<file path="config.mk">
export PLATFORM = sky130hd
export DESIGN_NAME = reg_file_mp_flat
export DESIGN_NICKNAME = d
export VERILOG_FILES = /design/src/rtl/reg_file_mp_pkg.sv /design/src/rtl/reg_file_mp_if.sv /design/src/rtl/reg_file_read_port.sv /design/src/rtl/reg_file_mp.sv /design/src/flat_wrapper.sv
export SDC_FILE = /design/constraint.sdc
export NUM_CORES = 1
export LEC_CHECK = 0
export BUFFER_PORTS_ARGS = -buffer_cell sky130_fd_sc_hd__buf_2
export CORE_MARGIN = 2
export CORE_UTILIZATION = 47
export CTS_BUF_LIST = sky130_fd_sc_hd__clkbuf_4 sky130_fd_sc_hd__clkbuf_8 sky130_fd_sc_hd__clkbuf_16
export DETAILED_ROUTE_END_ITERATION = 8
export RECOVER_POWER = 100
export SLEW_MARGIN = 15
export SYNTH_ARGS = -nofsm -noshare
export SYNTH_HDL_FRONTEND = slang
export SYNTH_HIERARCHICAL = 1
export SYNTH_SLANG_ARGS = --single-unit
</file>
<file path="constraint.sdc">
create_clock -name clk -period 4.6 [get_ports clk]
set_input_delay 0 -clock clk [delete_from_list [all_inputs] [get_ports clk]]
set_output_delay 0 -clock clk [all_outputs]
set_load 0.02 [all_outputs]
</file>
<file path="src/rtl/reg_file_mp_pkg.sv">
// Shared types and default geometry for the multi-port register file.
// Instantiating blocks pick up DEF_WIDTH/DEF_DEPTH from here.
package reg_file_pkg;

  localparam int DEF_WIDTH = 16;
  localparam int DEF_DEPTH = 8;

  typedef enum logic {
    ST_CLEAR = 1'b0,
    ST_IDLE  = 1'b1
  } state_e;

endpackage

</file>
<file path="src/rtl/reg_file_mp_if.sv">
// Bus bundle for reg_file_mp: write port, two read ports, clear control.
// master drives requests, slave is the register file.
interface reg_file_mp_if
  import reg_file_pkg::*;
#(
  parameter int WIDTH = DEF_WIDTH,
  parameter int DEPTH = DEF_DEPTH
);
  localparam int ADDR_W = $clog2(DEPTH);

  logic              writeEn;
  logic [ADDR_W-1:0] writeAddr;
  logic [WIDTH-1:0]  writeData;
  logic              readEnA;
  logic [ADDR_W-1:0] readAddrA;
  logic [WIDTH-1:0]  outA;
  logic              validA;
  logic              readEnB;
  logic [ADDR_W-1:0] readAddrB;
  logic [WIDTH-1:0]  outB;
  logic              validB;
  logic              clearReq;
  logic              busy;

  modport master (
    output writeEn, writeAddr, writeData,
    output readEnA, readAddrA, readEnB, readAddrB,
    output clearReq,
    input  outA, validA, outB, validB, busy
  );

  modport slave (
    input  writeEn, writeAddr, writeData,
    input  readEnA, readAddrA, readEnB, readAddrB,
    input  clearReq,
    output outA, validA, outB, validB, busy
  );

endinterface

</file>
<file path="src/rtl/reg_file_read_port.sv">
// One registered read port: range check, write-first bypass, out/valid regs.
// Out-of-range addresses read as zero but still flag valid.
module reg_file_read_port
  import reg_file_pkg::*;
#(
  parameter  int WIDTH  = DEF_WIDTH,
  parameter  int DEPTH  = DEF_DEPTH,
  localparam int ADDR_W = $clog2(DEPTH)
) (
  input  logic                        clk,
  input  logic                        rst,
  input  logic                        en_i,
  input  logic [ADDR_W-1:0]           addr_i,
  input  logic [DEPTH-1:0][WIDTH-1:0] mem_i,
  input  logic                        wr_en_i,
  input  logic [ADDR_W-1:0]           wr_addr_i,
  input  logic [WIDTH-1:0]            wr_data_i,
  output logic [WIDTH-1:0]            data_o,
  output logic                        valid_o
);

  logic [WIDTH-1:0] data_q, data_d;
  logic             valid_q, valid_d;
  logic [WIDTH-1:0] rd;
  logic             hit;

  always_comb begin
    hit = 1'b0;
    rd  = '0;
    for (int i = 0; i < DEPTH; i++) begin
      if (addr_i == ADDR_W'(i)) begin
        hit = 1'b1;
        rd  = mem_i[i];
      end
    end
  end

  // wr_en_i is only ever high for an accepted in-range write
  always_comb begin
    data_d  = data_q;
    valid_d = 1'b0;
    if (en_i) begin
      valid_d = 1'b1;
      if (!hit)
        data_d = '0;
      else if (wr_en_i && (wr_addr_i == addr_i))
        data_d = wr_data_i;
      else
        data_d = rd;
    end
  end

  always_ff @(posedge clk) begin
    if (rst) begin
      data_q  <= '0;
      valid_q <= 1'b0;
    end else begin
      data_q  <= data_d;
      valid_q <= valid_d;
    end
  end

  assign data_o  = data_q;
  assign valid_o = valid_q;

endmodule

</file>
<file path="src/rtl/reg_file_mp.sv">
// Multi-port register file: storage, write logic and the clear sweeper.
// Reads go through two reg_file_read_port instances.
module reg_file_mp
  import reg_file_pkg::*;
#(
  parameter int WIDTH = DEF_WIDTH,
  parameter int DEPTH = DEF_DEPTH
) (
  input logic          clk,
  input logic          rst,
  reg_file_mp_if.slave bus
);

  localparam int ADDR_W = $clog2(DEPTH);
  localparam logic [ADDR_W-1:0] LAST = ADDR_W'(DEPTH - 1);

  logic [DEPTH-1:0][WIDTH-1:0] mem_q;
  state_e                      state_q;
  logic [ADDR_W-1:0]           idx_q;
  logic                        busy_q;

  logic idle;
  logic wr_inrange;
  logic wr_ok;

  assign idle = (state_q == ST_IDLE);

  always_comb begin
    wr_inrange = 1'b0;
    for (int i = 0; i < DEPTH; i++)
      if (bus.writeAddr == ADDR_W'(i))
        wr_inrange = 1'b1;
  end

  // A clear request in the same cycle wins over the write
  assign wr_ok = idle && bus.writeEn && !bus.clearReq && wr_inrange;

  always_ff @(posedge clk) begin
    if (rst) begin
      state_q <= ST_CLEAR;
      idx_q   <= '0;
      busy_q  <= 1'b1;
    end else begin
      unique case (state_q)
        ST_CLEAR: begin
          idx_q <= idx_q + 1'b1;
          if (idx_q == LAST) begin
            state_q <= ST_IDLE;
            idx_q   <= '0;
            busy_q  <= 1'b0;
          end
        end
        ST_IDLE: begin
          if (bus.clearReq) begin
            state_q <= ST_CLEAR;
            idx_q   <= '0;
            busy_q  <= 1'b1;
          end
        end
        default: begin
          state_q <= ST_CLEAR;
          idx_q   <= '0;
          busy_q  <= 1'b1;
        end
      endcase
    end
  end

  always_ff @(posedge clk) begin
    if (!rst) begin
      for (int i = 0; i < DEPTH; i++) begin
        if (!idle && (idx_q == ADDR_W'(i)))
          mem_q[i] <= '0;
        else if (wr_ok && (bus.writeAddr == ADDR_W'(i)))
          mem_q[i] <= bus.writeData;
      end
    end
  end

  reg_file_read_port #(
    .WIDTH (WIDTH),
    .DEPTH (DEPTH)
  ) u_rd_a (
    .clk       (clk),
    .rst       (rst),
    .en_i      (bus.readEnA && idle),
    .addr_i    (bus.readAddrA),
    .mem_i     (mem_q),
    .wr_en_i   (wr_ok),
    .wr_addr_i (bus.writeAddr),
    .wr_data_i (bus.writeData),
    .data_o    (bus.outA),
    .valid_o   (bus.validA)
  );

  reg_file_read_port #(
    .WIDTH (WIDTH),
    .DEPTH (DEPTH)
  ) u_rd_b (
    .clk       (clk),
    .rst       (rst),
    .en_i      (bus.readEnB && idle),
    .addr_i    (bus.readAddrB),
    .mem_i     (mem_q),
    .wr_en_i   (wr_ok),
    .wr_addr_i (bus.writeAddr),
    .wr_data_i (bus.writeData),
    .data_o    (bus.outB),
    .valid_o   (bus.validB)
  );

  assign bus.busy = busy_q;

endmodule
</file>
<file path="src/flat_wrapper.sv">
// flat-port wrapper written by rule: the top's interface ports become plain ports
module reg_file_mp_flat import reg_file_pkg::*;
#(
  parameter int WIDTH = DEF_WIDTH,
  parameter int DEPTH = DEF_DEPTH
)
  (clk, rst, bus_writeEn, bus_writeAddr, bus_writeData, bus_readEnA, bus_readAddrA, bus_readEnB, bus_readAddrB, bus_clearReq, bus_outA, bus_validA, bus_outB, bus_validB, bus_busy);
  reg_file_mp_if #(.WIDTH(WIDTH), .DEPTH(DEPTH)) bus_i ();
  input logic clk;
  input logic rst;
  input wire logic [$bits(bus_i.writeEn)-1:0] bus_writeEn;
  input wire logic [$bits(bus_i.writeAddr)-1:0] bus_writeAddr;
  input wire logic [$bits(bus_i.writeData)-1:0] bus_writeData;
  input wire logic [$bits(bus_i.readEnA)-1:0] bus_readEnA;
  input wire logic [$bits(bus_i.readAddrA)-1:0] bus_readAddrA;
  input wire logic [$bits(bus_i.readEnB)-1:0] bus_readEnB;
  input wire logic [$bits(bus_i.readAddrB)-1:0] bus_readAddrB;
  input wire logic [$bits(bus_i.clearReq)-1:0] bus_clearReq;
  output wire logic [$bits(bus_i.outA)-1:0] bus_outA;
  output wire logic [$bits(bus_i.validA)-1:0] bus_validA;
  output wire logic [$bits(bus_i.outB)-1:0] bus_outB;
  output wire logic [$bits(bus_i.validB)-1:0] bus_validB;
  output wire logic [$bits(bus_i.busy)-1:0] bus_busy;
  assign bus_i.writeEn = bus_writeEn;
  assign bus_i.writeAddr = bus_writeAddr;
  assign bus_i.writeData = bus_writeData;
  assign bus_i.readEnA = bus_readEnA;
  assign bus_i.readAddrA = bus_readAddrA;
  assign bus_i.readEnB = bus_readEnB;
  assign bus_i.readAddrB = bus_readAddrB;
  assign bus_i.clearReq = bus_clearReq;
  assign bus_outA = bus_i.outA;
  assign bus_validA = bus_i.validA;
  assign bus_outB = bus_i.outB;
  assign bus_validB = bus_i.validB;
  assign bus_busy = bus_i.busy;
  reg_file_mp #(.WIDTH(WIDTH), .DEPTH(DEPTH)) u_core (.clk(clk), .rst(rst), .bus(bus_i));
endmodule
</file>
# After elaboration in Yosys (flattened, before gate mapping)
# Cells that the tools add are included.
# totals
ff_bits	167
latch_bits	0
ram_bits	0
romBits	0
inputBits	31
memories	0
# op_classes
addsub	1
multipliers	0
n_div	0
n_lt_le_gt_ge	0
n_eq_ne	32
shifts	0
n_mux	63
bitwise	2
reduce_logical	46
# op_table
operator	n
two-way mux 16 bit	28
== test 3 bit (second input constant)	16
two-way mux 1 bit	30
== test 3 x 2 -> 1 bit (second input constant)	8
logical AND 1 bit	23
AND reduction 2 bit	9
nonzero test 2 bit	8
== test 3 x 1 -> 1 bit (second input constant)	4
zero test 3 bit	4
== test 3 bit	2
two-way mux 3 bit	2
case mux 3 bit (2 select lines)	1
case mux 1 bit (2 select lines)	2
adder 3 x 1 -> 3 bit (second input constant)	1
zero test 1 bit	2
!= test 2 x 1 -> 1 bit (second input constant)	1
!= test 2 bit (second input constant)	1
inverter 1 bit	2

# Depth between registers and ports, before layout
# depth
word_depth	13
depth_mapped	7
depth_no_buf	4

# Hierarchy
# The synthesis kept the hierarchy.
# modules_own_cells
module	n_inst	cells_each	area_each_um2	seq_area_each_um2
reg_file_mp	1	321	5290.1	3943.8
reg_file_read_port	2	220	2042.0	340.3

# Worst setup path before layout
# OpenSTA, ideal clock, no wires.
# synth_timing
path_kind	reg-to-reg
startpoint	register u_core.idx_q[0]
endpoint	register u_core/mem_q[112] (netlist name) (enable)
t_arrival_ps	1830
required_time_ps	4205
slack_ps	2374
path_stages_with_launch	6
n_path_buf	1
period_less_slack_ps	2226
cell_sequence	dfxtp_1 -> ha_1 -> ha_1 -> nand2b_4 -> buf_2 -> o22ai_1
# synth_between
elab_chain_len	4
# synth_lines
element	line	source
start, declared	reg_file_mp.sv:19	logic [ADDR_W-1:0] idx_q;
start signal, assigned	reg_file_mp.sv:46	idx_q <= idx_q + 1'b1;
== test 3 bit	reg_file_mp.sv:72	if (!idle && (idx_q == ADDR_W'(i)))
logical AND 1 bit	reg_file_mp.sv:72	
nonzero test 2 bit (no line)	n/a	
AND reduction 2 bit (no line)	n/a	
end signal, assigned by index	reg_file_mp.sv:75	mem_q[i] <= bus.writeData;
end, declared	reg_file_mp.sv:17	logic [DEPTH-1:0][WIDTH-1:0] mem_q;
# Every way passes these cells.
# A chain may end at the register's enable or synchronous reset.

# Worst setup path in the final report
# layout_timing
startpoint	register u_core.state_q (netlist: u_core/idle)
endpoint	register u_core/mem_q[82] (netlist name) (enable)
# layout_between
elab_chain_len	6
# layout_lines
element	line	source
start, declared	reg_file_mp.sv:18	state_e state_q;
start signal, assigned	reg_file_mp.sv:40	state_q <= ST_CLEAR;
start signal, assigned	reg_file_mp.sv:48	state_q <= ST_IDLE;
start signal, assigned	reg_file_mp.sv:55	state_q <= ST_CLEAR;
logical AND 1 bit (3 in a row)	reg_file_mp.sv:36	assign wr_ok = idle && bus.writeEn && !bus.clearReq && wr_inrange;
logical AND 1 bit	reg_file_mp.sv:74	else if (wr_ok && (bus.writeAddr == ADDR_W'(i)))
nonzero test 2 bit (no line) *	n/a	
AND reduction 2 bit (no line) *	n/a	
# Every way passes the cells marked *; elsewhere a longest branch is shown, timed or not.

==> impl_summary.txt <==
----------------------------------------------------
[Outcome]
  Result of the run ... finished with violations
  Failing checks ... capacitance limit, slew limit

[Clock tree]
  Clock latency of the later-clocked register in the worst-skew pair ... roughly 430 ps
  Number of H-tree levels ... 4
  Number of buffers added to fix hold violations after cts ... 7
  Resized cells post-CTS ... 0
  CTS tree ... done
  Setup bufs post-CTS ... 0
  CTS Root Cell ... sky130_fd_sc_hd__clkbuf_16
  Number of buffers on the longest clock path ... 2
  Total CTS buffers ... 17
  Number of sinks handled by clock tree synthesis ... between 150 and 200
  Clock transition at the register clock pins on the worst setup and hold paths after CTS ... roughly 70 ps

[Floorplanning]
  Effective utilization at floorplan ... 0.480
  Core outline area ... 0.0195 mm²
  Area enclosed by the die boundary ... 0.0211 mm²
  Number of cell rows ... 51
  Die Y ... roughly 150 µm
  Die width ... 145 µm
  Top-level port count ... 66

[Cells and area]
  Proportion of layout cells with a drive suffix above 1 ... 0.143
  Post-synthesis to final-layout area growth ... 9.17%
  Nets ... between 800 and 900
  Utilization after layout ... 0.524
  Total inserted antenna cells ... 0
  FILL cells ... approximately 1700

[Yosys]
  Portion of synthesized cell area occupied by the leading cell type ... 0.410
  Number of cells produced by synthesis ... between 700 and 800
  Share of async-settable or async-resettable flops after synthesis ... 0
  Mean post-synth cell area ... 12.3 µm²
  Unique masters post-synth ... 51
  Prevailing post-synth register cell ... sky130_fd_sc_hd__edfxtp_1
  Flip-flop and latch count after synthesis ... 167
  Most common cell in the synthesized netlist ... sky130_fd_sc_hd__edfxtp_1
  Net count after synthesis ... approximately 800
  Most frequent cells after synthesis ... sky130_fd_sc_hd__edfxtp_1 (128), sky130_fd_sc_hd__and2_1 (82), sky130_fd_sc_hd__nor2b_1 (64)
  Number of synthesis warnings ... 6
  Post-synthesis cell area ... about 0.0094 mm²
  Sequential-to-total area share from yosys stat ... 0.493
  Number of enable flip-flop cells after synthesis ... 128
  Dominant cells by area after synthesis ... sky130_fd_sc_hd__edfxtp_1 (41%), sky130_fd_sc_hd__dfxtp_1 (8.3%), sky130_fd_sc_hd__mux4_2 (6.2%)
  Post-synthesis cell type with the largest combined area ... sky130_fd_sc_hd__edfxtp_1

[GRT]
  First-pass GRT wire length ... 40.0 mm
  GRT overflow ... 0
  Total global-route track usage ... 0.252
  Vias in the first global route ... 6746
  Pin count of the biggest net entering global routing ... 54
  Initial antenna violation count ... 1

[Power]
  Total power consumption of the routed design ... roughly 3.7 mW
  IR drop worst, VDD ... roughly 260 µV
  Power density over the cells ... about 360 mW/mm²
  Leak pwr ... between 3 and 4 nW

[Drt]
  Total Routed Length ... 26.1 mm
  Starting DRT DRC Count ... between 500 and 600
  Remaining antenna violation count ... 0
  DRC violations left ... 0
  Routed via count ... 6511
  Vias/cell ... 6.01
  Number of optimization iterations in the first detailed-route pass ... 5
  Avg WL per Cell ... ~24 µm

[Timing]
  Worst relative slew slack ... -0.557
  Fin Setup TNS ... 0 ps
  Endpoints failing hold ... 0
  FMAX ... around 280 MHz
  Final hold slack ... approximately 22 ps
  Final Cycle Share ... 0.778
  Setup repair after global routing missed its margin ... no
  Transition time at the pin with the least slew margin ... between 2000 and 2500 ps
  Clock period minus final worst setup slack ... 3580 ps
  Setup violation total in the final timing report ... 0
  Max-slew violations ... about 130
  Layout Skew ... approximately 9 ps

[Setup path]
  Highest cell delay on the worst timing path ... roughly 1400 ps
  CP startpoint kind ... flip-flop
  Cells along the critical path ... nand3b_1 > o22ai_1 > buf_4
  Setup Crit Path Kind ... reg2reg
  Arr. time, crit path ... 3700 ps
  Capturing element type of the critical path ... flip-flop
  Largest fanout of any net on the critical path ... 22
  Required time of the worst setup path ... 4720 ps
  Kind of cell with the highest combined delay on the critical path ... compound AO/OA/AOI/OAI gates
  Critical path buffers and inverters ... 1
  Standard cell with the maximum stage delay on the critical path ... sky130_fd_sc_hd__o22ai_1

[Placement]
  Number of port buffers ... 65
  Placer's final routability congestion estimate ... around 0.83
  HPWL after detailed placement ... around 16 mm

[Flow run]
  Max-cap check violation count ... 6

[Hold path]
  Min-Delay Path Class ... in2reg

----------------------------------------------------
-- worst reg2reg max path: stages, from the launching register on --
cell	delay [ps]
sky130_fd_sc_hd__dfxtp_1	510
sky130_fd_sc_hd__nand3b_1	910
sky130_fd_sc_hd__o22ai_1	1420
sky130_fd_sc_hd__buf_4	410
-- layout by cell type, fill, tap and decap left out, types with 9 or more instances in the layout --
| master | instances |
|---|---|
| sky130_fd_sc_hd__a211oi_1 | 25 |
| sky130_fd_sc_hd__a21oi_1 | 9 |
| sky130_fd_sc_hd__a221oi_1 | 11 |
| sky130_fd_sc_hd__and2_0 | 51 |
| sky130_fd_sc_hd__and2_1 | 31 |
| sky130_fd_sc_hd__and2b_1 | 12 |
| sky130_fd_sc_hd__buf_2 | 30 |
| sky130_fd_sc_hd__buf_4 | 9 |
| sky130_fd_sc_hd__clkbuf_1 | 40 |
| sky130_fd_sc_hd__clkbuf_16 | 17 |
| sky130_fd_sc_hd__dfxtp_1 | 39 |
| sky130_fd_sc_hd__edfxtp_1 | 128 |
| sky130_fd_sc_hd__inv_1 | 10 |
| sky130_fd_sc_hd__mux2i_1 | 46 |
| sky130_fd_sc_hd__mux4_2 | 26 |
| sky130_fd_sc_hd__nand2_1 | 16 |
| sky130_fd_sc_hd__nand2b_1 | 31 |
| sky130_fd_sc_hd__nand3_1 | 12 |
| sky130_fd_sc_hd__nand3b_1 | 23 |
| sky130_fd_sc_hd__nor2_1 | 9 |
| sky130_fd_sc_hd__nor2b_1 | 64 |
| sky130_fd_sc_hd__o211ai_1 | 16 |
| sky130_fd_sc_hd__o21ai_0 | 20 |
| sky130_fd_sc_hd__o22ai_1 | 22 |
| sky130_fd_sc_hd__or2_0 | 16 |
-- layer usage --
layer	global-route usage	share of wire
met1	0.339	0.44
met2	0.410	0.48
met3	0.0491	0.062
met4	0.0838	0.023
met5	0	0
-- power breakdown --
| part | switching, mW | leakage (nW) | internal [mW] |
|---|---|---|---|
| clock network | 0.593 | 0.316 | 0.981 |
| logic | 0.239 | 1.64 | 0.169 |
| registers | 0.0211 | 1.48 | 1.68 |
| total | 0.853 | 3.45 | 2.83 |
-- state kept, by name (all words and copies together) (netlist names) --
name and count:
u_core/u_rd_b/valid_o 1, u_core/idle 1, u_core/u_rd_b/data_o 16, u_core/idx_q 3, u_core/bus.busy 1, u_core/u_rd_a/data_o 16
u_core/mem_q 128, u_core/u_rd_a/valid_o 1
-- stage by stage --
step                      cells  cell area [µm²]  worst slack [ps]
after floorplan             761             9370              2370
after global placement     1045             9770              2060
after detailed placement   1045             9770              1950
after CTS                  1084            10500              1930
final                      1084            10200              1020
after global routing       1084            10200               904
-- cells by family (layout without fill, tap and decap cells) --
group,after synthesis,in the layout,share of synthesized area
and+or+nand+nor,294,294,0.207
DFF,167,167,0.493
AOI/OAI and AO/OA,142,142,0.120
muxes,76,76,0.116
buffers and inverters,70,128,0.0483
adders and majority gates,6,6,0.00801
xor gates and xnor gates,6,6,0.00721
-- final timing paths --
kind	startpoint	end	slack [ps]	cells past startpoint
max	u_core/idle$_SDFF_PP0_	u_core/mem_q[82]$_SDFFCE_PP0P_	1020	3
min	bus_writeData[1]	u_core/u_rd_b/data_o[1]$_SDFFE_PP0P_	20	3
max reg2reg	u_core/idle$_SDFF_PP0_	u_core/mem_q[82]$_SDFFCE_PP0P_	1020	3
min reg2reg	u_core/u_rd_a/data_o[13]$_SDFFE_PP0P_	u_core/u_rd_a/data_o[13]$_SDFFE_PP0P_	480	2
-- cell type report --
type | instances | area [µm²] | share of cell area
inverter | 10 | 37.5 | 0.00367
clock buffer | 19 | 447 | 0.0436
timing repair buffer | 86 | 438 | 0.0428
sequential | 167 | 4620 | 0.452
clock inverter | 13 | 203 | 0.0198
multi-input combinational | 524 | 4150 | 0.406
tap | 265 | 332 | 0.0324
Power figures use the tool's default switching activity.
